===== src/rtl/rv_exit_mon_pkg.sv =====
// Shared types and constants for the rv_core run-control monitor.
package rv_exit_mon_pkg;

  typedef logic [31:0] u32_t;

  // Retired-instruction encodings that the monitor reacts to.
  localparam u32_t OPC_ECALL  = 32'h0000_0073;
  localparam u32_t OPC_EBREAK = 32'h0010_0073;

  // Linux-style exit syscall number (value of a7).
  localparam int SYS_EXIT_DFLT = 93;

  typedef enum logic [1:0] {
    MON_IDLE,
    MON_RUN,
    MON_DRAIN,
    MON_DONE
  } mon_state_t;

  // Counter width that can hold 0 .. n-1; never narrower than one bit.
  function automatic int unsigned cnt_width(input int unsigned n);
    return (n < 2) ? 1 : $clog2(n);
  endfunction

endpackage


===== src/rtl/rv_sat_cnt.sv =====
// Up-counter that sticks at all-ones instead of wrapping; clr has priority.
module rv_sat_cnt #(
  parameter int unsigned W = 32
) (
  input  logic         clk,
  input  logic         xreset,
  input  logic         clr,
  input  logic         en,
  output logic [W-1:0] q
);

  logic [W-1:0] r_q;

  // Count register: clear, else increment until saturated.
  // NOTE: clocked state is assigned with <= so every flop samples pre-edge values.
  always_ff @(posedge clk or negedge xreset) begin
    if (!xreset) begin
      r_q <= '0;
    end else if (clr) begin
      r_q <= '0;
    end else if (en && (r_q != '1)) begin
      r_q <= r_q + W'(1);
    end
  end

  assign q = r_q;

endmodule


===== src/rtl/rv_exit_mon.sv =====
// Run-control monitor: watches retired ecall/ebreak, captures the exit code,
// enforces a cycle watchdog and raises fin after a programmable drain delay.
module rv_exit_mon
  import rv_exit_mon_pkg::*;
#(
  parameter int unsigned XLEN        = 32,
  parameter int unsigned CNT_W       = 32,
  parameter int unsigned SYS_EXIT    = SYS_EXIT_DFLT,
  parameter int unsigned DRAIN_CYC   = 5,
  parameter int unsigned TIMEOUT     = 0,
  parameter bit          EBREAK_EXIT = 1'b1
) (
  input  logic             clk,
  input  logic             xreset,
  input  logic             run_en,
  input  logic             ir_valid,
  input  logic [XLEN-1:0]  ir,
  input  logic [XLEN-1:0]  sys_no,
  input  logic [XLEN-1:0]  arg0,
  output logic             busy,
  output logic             fin,
  output logic             done,
  output logic             timeout,
  output logic [XLEN-1:0]  exit_code,
  output logic             pass,
  output logic [CNT_W-1:0] cycle_cnt,
  output logic [CNT_W-1:0] ecall_cnt
);

  // Drain counter only needs to reach DRAIN_CYC-1.
  localparam int unsigned    DRN_W    = cnt_width(DRAIN_CYC);
  localparam logic [DRN_W-1:0] DRN_LAST = DRN_W'((DRAIN_CYC == 0) ? 0 : DRAIN_CYC - 1);

  mon_state_t       r_state;
  mon_state_t       w_state_nxt;
  logic [XLEN-1:0]  r_exit_code;
  logic             r_timeout;
  logic             r_fin;

  logic             w_in_run;
  logic             w_counting;
  logic             w_ecall;
  logic             w_exit;
  logic             w_ebrk;
  logic             w_wdog;
  logic             w_stop;
  logic             w_drain_last;
  logic [CNT_W-1:0] w_cycle_cnt;
  logic [CNT_W-1:0] w_ecall_cnt;
  logic [DRN_W-1:0] w_drain_cnt;

  // Event decode. Everything is qualified by ir_valid so a stalled pipeline
  // holding the same word on ir never produces a second detection.
  assign w_in_run   = (r_state == MON_RUN);
  assign w_counting = w_in_run && run_en;
  assign w_ecall    = ir_valid && (ir == XLEN'(OPC_ECALL));
  assign w_exit     = w_ecall && (sys_no == XLEN'(SYS_EXIT));
  assign w_ebrk     = EBREAK_EXIT && ir_valid && (ir == XLEN'(OPC_EBREAK));
  // Watchdog looks at the pre-increment count, so it fires on RUN cycle TIMEOUT.
  assign w_wdog     = (TIMEOUT != 0) && w_counting &&
                      (w_cycle_cnt == CNT_W'(TIMEOUT - 1));
  // Only RUN reacts to events; DRAIN and DONE ignore the instruction stream.
  assign w_stop       = w_in_run && (w_exit || w_ebrk || w_wdog);
  assign w_drain_last = (w_drain_cnt == DRN_LAST);

  // RUN cycles with run_en high; frozen once the run has ended.
  rv_sat_cnt #(.W(CNT_W)) u_cycle_cnt (
    .clk    (clk),
    .xreset (xreset),
    .clr    (1'b0),
    .en     (w_counting),
    .q      (w_cycle_cnt)
  );

  // Qualified ecalls retired while in RUN, the terminating one included.
  rv_sat_cnt #(.W(CNT_W)) u_ecall_cnt (
    .clk    (clk),
    .xreset (xreset),
    .clr    (1'b0),
    .en     (w_in_run && w_ecall),
    .q      (w_ecall_cnt)
  );

  // Cycles spent in DRAIN, restarted from zero on the way in.
  rv_sat_cnt #(.W(DRN_W)) u_drain_cnt (
    .clk    (clk),
    .xreset (xreset),
    .clr    (w_stop),
    .en     (r_state == MON_DRAIN),
    .q      (w_drain_cnt)
  );

  // State register.
  always_ff @(posedge clk or negedge xreset) begin
    if (!xreset) begin
      r_state <= MON_IDLE;
    end else begin
      r_state <= w_state_nxt;
    end
  end

  // Next-state logic; a zero drain delay skips DRAIN so done follows the event directly.
  // NOTE: the default assignment before the case keeps this block free of inferred latches.
  always_comb begin
    w_state_nxt = r_state;
    case (r_state)
      MON_IDLE:  if (run_en) w_state_nxt = MON_RUN;
      MON_RUN:   if (w_stop) w_state_nxt = (DRAIN_CYC == 0) ? MON_DONE : MON_DRAIN;
      MON_DRAIN: if (w_drain_last) w_state_nxt = MON_DONE;
      MON_DONE:  w_state_nxt = MON_DONE;
      default:   w_state_nxt = MON_IDLE;
    endcase
  end

  // Capture how the run ended; an exit event outranks a coincident watchdog.
  always_ff @(posedge clk or negedge xreset) begin
    if (!xreset) begin
      r_exit_code <= '0;
      r_timeout   <= 1'b0;
    end else if (w_stop) begin
      if (w_exit) begin
        r_exit_code <= arg0;
        r_timeout   <= 1'b0;
      end else if (w_ebrk) begin
        r_exit_code <= '1;
        r_timeout   <= 1'b0;
      end else begin
        r_exit_code <= '0;
        r_timeout   <= 1'b1;
      end
    end
  end

  // fin is high only for the first cycle of DONE.
  always_ff @(posedge clk or negedge xreset) begin
    if (!xreset) begin
      r_fin <= 1'b0;
    end else begin
      r_fin <= (w_state_nxt == MON_DONE) && (r_state != MON_DONE);
    end
  end

  assign busy      = (r_state == MON_RUN) || (r_state == MON_DRAIN);
  assign done      = (r_state == MON_DONE);
  assign fin       = r_fin;
  assign timeout   = r_timeout;
  assign exit_code = r_exit_code;
  assign pass      = done && !r_timeout && (r_exit_code == '0);
  assign cycle_cnt = w_cycle_cnt;
  assign ecall_cnt = w_ecall_cnt;

endmodule

===== config.mk =====
export PLATFORM = sky130hd
export DESIGN_NAME = rv_exit_mon
export DESIGN_NICKNAME = d
export VERILOG_FILES = /design/src/rtl/rv_exit_mon_pkg.sv /design/src/rtl/rv_sat_cnt.sv /design/src/rtl/rv_exit_mon.sv
export SDC_FILE = /design/constraint.sdc
export NUM_CORES = 1
export LEC_CHECK = 0
export CAP_MARGIN = 0
export CORE_ASPECT_RATIO = 2
export CORE_UTILIZATION = 50
export DETAILED_ROUTE_END_ITERATION = 10
export DONT_BUFFER_PORTS = 1
export PLACE_DENSITY_LB_ADDON = 0.3
export SLEW_MARGIN = 20
export SYNTH_ARGS = -nofsm -noshare
export SYNTH_HDL_FRONTEND = slang
export SYNTH_HIERARCHICAL = 1
export SYNTH_SLANG_ARGS = --single-unit

===== constraint.sdc =====
create_clock -name clk -period 2.3 [get_ports clk]
set_input_delay 0.46 -clock clk [delete_from_list [all_inputs] [get_ports clk]]
set_output_delay 0.46 -clock clk [all_outputs]
set_load 0.02 [all_outputs]

# Yosys cells after proc, flatten, opt, wreduce, memory -nomap -nowiden
# Cells that the tools add are included.
[totals] word_cells=50 inputBits=100 out_inout_bits=101 regBits=103
[op_classes] reduce_logical=18 n_eq_ne=12 add_sub_neg=3 n_mux=10
[ops] cell="32-bit by 1-bit adder with 32-bit output, second input constant" count=2
[ops] cell="32-bit by 7-bit equality test with 1-bit output, second input constant" count=2
[ops] cell="32-bit 2-to-1 mux" count=2
[ops] cell="32-bit inequality test, second input constant" count=2
[ops] cell="32-bit by 21-bit equality test with 1-bit output, second input constant" count=1
[ops] cell="32-bit logical NOT" count=1
[ops] cell="1-bit logical AND" count=12
[ops] cell="2-bit case mux with 4 select lines" count=1
[ops] cell="2-bit equality test, second input constant" count=3
[ops] cell="2-bit 2-to-1 mux" count=3
[ops] cell="3-bit 2-to-1 mux" count=2
[ops] cell="3-bit by 1-bit adder with 3-bit output, second input constant" count=1
[ops] cell="3-bit equality test, second input constant" count=1
[ops] cell="3-bit inequality test, second input constant" count=1
[ops] cell="2-bit by 1-bit equality test with 1-bit output, second input constant" count=1
[ops] cell="2-bit logical NOT" count=1
[ops] cell="1-bit logical OR" count=2
[ops] cell="1-bit 2-to-1 mux" count=2
[ops] cell="2-bit inequality test, second input constant" count=1
[ops] cell="2-bit nonzero test" count=1
[ops] cell="1-bit logical NOT" count=1

# Logic depth before layout (Yosys ltp)
[logic_depth] depth_word=9 ltp_mapped=11 ltp_nobuf=9

# Hierarchy
# Netlist, hierarchy kept.
[modules_own_cells] module="rv_sat_cnt at u_cycle_cnt ..." cells_per_inst=198 seq_area_each_um2=800.8 area_each_um2=1854.3 instances=2
[modules_own_cells] module="rv_exit_mon" cells_per_inst=138 seq_area_each_um2=900.9 area_each_um2=1665.3 instances=1
[modules_own_cells] module="rv_sat_cnt at u_drain_cnt" cells_per_inst=15 seq_area_each_um2=75.1 area_each_um2=183.9 instances=1

# Worst setup path after synthesis
# OpenSTA, ideal clock, no wires.
[synth_timing] kind="input -> register" startpoint="input port ir[18]" endpoint="register u_ecall_cnt.r_q[31] (netlist: u_ecall_cnt/q[31])" cell_stages=10 required_ns=2.175 setup_ns=0.125 slack_ns=-0.243 arrival_ns=2.419 n_path_buf=1 cell_sequence="nor4_1 nand4_1 nor2_2 and2_1 and3_1 nand4_1 a21o_1 buf_2 nor4_1 mux2_2"
[synth_via] elab_chain_cells=4
[synth_rtl] element="from (decl)" line_no="rv_exit_mon.sv:17" rtl="input logic [XLEN-1:0] ir,"
[synth_rtl] element="32-bit by 7-bit equality test with 1-bit output" line_no="rv_exit_mon.sv:56" rtl="assign w_ecall = ir_valid && (ir == XLEN'(OPC_ECALL));"
[synth_rtl] element="1-bit logical AND" line_no="rv_exit_mon.sv:56"
[synth_rtl] element="1-bit logical AND" line_no="rv_exit_mon.sv:80" rtl=".en (w_in_run && w_ecall),"
[synth_rtl] element="1-bit logical AND" line_no="rv_sat_cnt.sv:21" rtl="end else if (en && (r_q != '1)) begin"
[synth_rtl] element="to (signal assigned)" line_no="rv_sat_cnt.sv:22" rtl="r_q <= r_q + W'(1);"
[synth_rtl] element="to (decl)" line_no="rv_sat_cnt.sv:12" rtl="logic [W-1:0] r_q;"
# No other way between the ends.
# A chain may end at the register's enable or synchronous reset.

# Worst setup path after layout
[layout_timing] startpoint="register r_state[0]" endpoint="output port pass"
[layout_via] elab_chain_cells=3
[layout_rtl] element="from (decl)" line_no="rv_exit_mon.sv:34" rtl="mon_state_t r_state;"
[layout_rtl] element="from (signal assigned)" line_no="rv_exit_mon.sv:98" rtl="r_state <= w_state_nxt;"
[layout_rtl] element="2-bit equality test" line_no="rv_exit_mon.sv:144" rtl="assign done = (r_state == MON_DONE);"
[layout_rtl] element="1-bit logical AND (2 in a row)" line_no="rv_exit_mon.sv:148" rtl="assign pass = done && !r_timeout && (r_exit_code == '0);"
[layout_rtl] element="to (decl)" line_no="rv_exit_mon.sv:25" rtl="output logic pass,"
# No other way between the ends.

==> results.ini <==
[worst_hold_path]
hold_class = primary input to async pin

[final_layout]
final_cell_mix = dfrtp_1, buf_4, nor2_1
fin_util_pct = 63.3
drive_gt1_share_pct = 27.3
nNetsFinal = 754
area_growth_pct = 23.9
diodes = 0
final_common_cell = dfrtp_1

[placement]
place_congestion = 0.854
port_buffers = 0
pre_cts_slack_ps = -223
hpwl_um = 11900

[routing]
vias = 4880
via_per_inst = 6.17
dr.first_iter.drc_count = 234
drt-pass1-iter-count = 5
ant_nets = 0
routed_wirelength_um = 15800
wire_per_inst_um = 19.9
drcViolationCount = 0

[floorplanning]
die_y_um = 151
rows = 54
initial_utilization_pct = 51.1
io_pins = 201
core_area_um2 = 10900
die_w_um = 76.6
dieArea_um2 = 11600

[sta]
fin_crit_ps = 2340
hold_viol_final = 103
finalCritPeriodShare_pct = 102
worst_pin_slew_ps = 720
fmax_mhz = 428
setup_viol = 2
holdWs_ps = -198
fin_setup_tns_ps = -65.8
finClkSkew_ps = 4.07
rsz0062_at_grt = yes
fin_ws_ps = -36.5
slew_viol_final = 0
slew_headroom_pct = 51.6

[synthesis]
synthMuxAreaShare_pct = 3.20
syn-cell-area_um2 = 5560
synth-xor-area-share_pct = 4.10
async_flop_share_pct = 100
synth_fa_ha_area_share_pct = 1.80
yosys_warnings = 6
synth-main-ff-cell = dfrtp_1
synth_top_family_by_area = simple AND/OR/NAND/NOR gates
synthCells = 549
synth_simple_gate_area_share_pct = 27.1
synth_area_per_cell_um2 = 10.1
synth-seq-cells = 103
ys_seq_area_share_pct = 46.4
synth_compound_area_share_pct = 14.1
synth_edf_count = 0
synth_cell_type_count = 59

[clock_tree]
clk_pin_slew_ps = 70
clkLatencyLatePin_ps = 340
clockRootBuffer = clkbuf_16
h-tree-depth = 3
cts_tree = yes
numCtsBuffers = 9
clk_path_buf_depth = 2
cts_sinks = 103

[setup_path]
crit_required_ps = 1840
r2r-start = r_state[1]
crit_cells = 7
crit_start = r_state[0]
critical_path_class = flip-flop to primary output
max_stage_delay_ps = 390
slowest_stage = dfrtp_1
critPathBufInv = 2
arrival_ps = 1880
crit_chain = buf_6 -> ha_4 -> nor4b_4 -> and4_1 -> nand4_1 -> nor4_2 -> buf_4
startpoint_type = flip-flop
worstPathMaxFanout = 2
r2r_cells = 10
critPathTopFamily = simple AND/OR/NAND/NOR gates
endpoint_kind = primary output

[grt]
antenna_found_initial = 0
grt_pass1_wl_um = 24500
track_usage_pct = 27.3
grt_pass1_vias = 5215
grt-ovfl-total = 0
grt_max_degree = 104

[power]
p_leak_nw = 3.07
ir_worst_vdd_mv = 0.532
p_per_area_nw_per_um2 = 488
p_total_mw = 3.36

[outcome]
status = finished, violations left
violations = hold timing, setup timing

[run]
drv_cap = 0

where the power goes:
| part | switching (mW) | internal (mW) |
|---|---|---|
| combinational | 0.0601 | 0.0382 |
| sequential | 0.00272 | 1.81 |
| clock | 0.701 | 0.745 |
| total | 0.764 | 2.60 |
path summary, 6_finish.rpt:
kind | end | slack, ps
worst min-delay path | u_ecall_cnt/q[12] | -200
worst min register to register | u_drain_cnt/q[2] | 580
worst max register to register | u_ecall_cnt/q[21] | -30
min in group clk | exit_code[10] | 240
worst max-delay path | pass | -40
max in group asynchronous | u_ecall_cnt/q[29] | 2280
state kept, by name, summed over array words and instances (netlist names):
name           count
exit_code         32
fin                1
r_state            2
timeout            1
u_cycle_cnt/q     32
u_drain_cnt/q      3
u_ecall_cnt/q     32
cell families after synthesis:
kind of cell / count (synthesis)
flops: 103
mux: 15
other cells: 1
fa+ha+maj: 8
buf+inv: 37
compound gates: 105
xor+xnor: 26
simple gates: 254
metrics by stage:
stage                     instances  area, um^2
final                           791        6890
after global routing            791        6890
after CTS                       789        6750
after detailed placement        771        6410
after global placement          771        6410
after floorplan                 556        5630
final cells by class:
cell class | instances | area (um^2)
multi-input combinational | 417 | 3030
timing repair buffer | 99 | 759
clock buffer | 9 | 225
sequential | 103 | 2580
clock inverter | 7 | 56.3
fill | 894 | 3990
inverter | 16 | 60.1
tap | 140 | 175
worst reg2reg max path, stage by stage, from the launching register on:
cell and delay (ps):
dfrtp_1 380, inv_1 120, ha_4 150, nor2b_4 140
and2_4 160, and3_4 180, nand4_1 160, a21o_4 280
buf_4 160, o31ai_1 350, a21oi_1 120
cell usage after synthesis (all sizes together), types with 3 or more instances:
library cell | instances | area share [%]
dfrtp | 103 | 46
nor2 | 59 | 4.0
nor4 | 32 | 4.6
o22a | 32 | 5.0
nand3 | 27 | 2.6
nand2 | 25 | 1.7
a21oi | 23 | 2.1
xnor2 | 20 | 3.2
nand4 | 19 | 2.4
and3 | 17 | 2.1
inv | 16 | 1.1
nor2b | 16 | 1.9
buf | 13 | 1.6
mux2 | 13 | 2.8
o21ai | 12 | 1.1
a211oi | 10 | 1.4
or3 | 10 | 1.1
and2 | 8 | 0.90
clkbuf | 8 | 0.54
ha | 8 | 1.8
nor3 | 8 | 0.72
or4 | 7 | 0.95
a21o | 6 | 0.81
nand2b | 6 | 0.68
o31ai | 6 | 0.81
xor2 | 6 | 0.95
a31o | 4 | 0.63
a31oi | 4 | 0.99
and4 | 3 | 0.47
what timing repair did:
item                                   in CTS  in global routing
cloned                                      0                  1
buffers inserted                            2                  1
endpoints found under the hold margin     103                103
gates resized for setup                    12                 21
pin swaps                                   2                  6
setup endpoints to repair                   6                 21
routing by layer:
layer	up-vias	share of wire, %	GRT usage, %
li1	2227	-	-
met3	49	6.5	7.65
met5	-	0	0
met2	195	55	52.0
met4	0	4.0	15.2
met1	2409	34	25.8
Note: power is estimated with default switching activity, not from simulation.
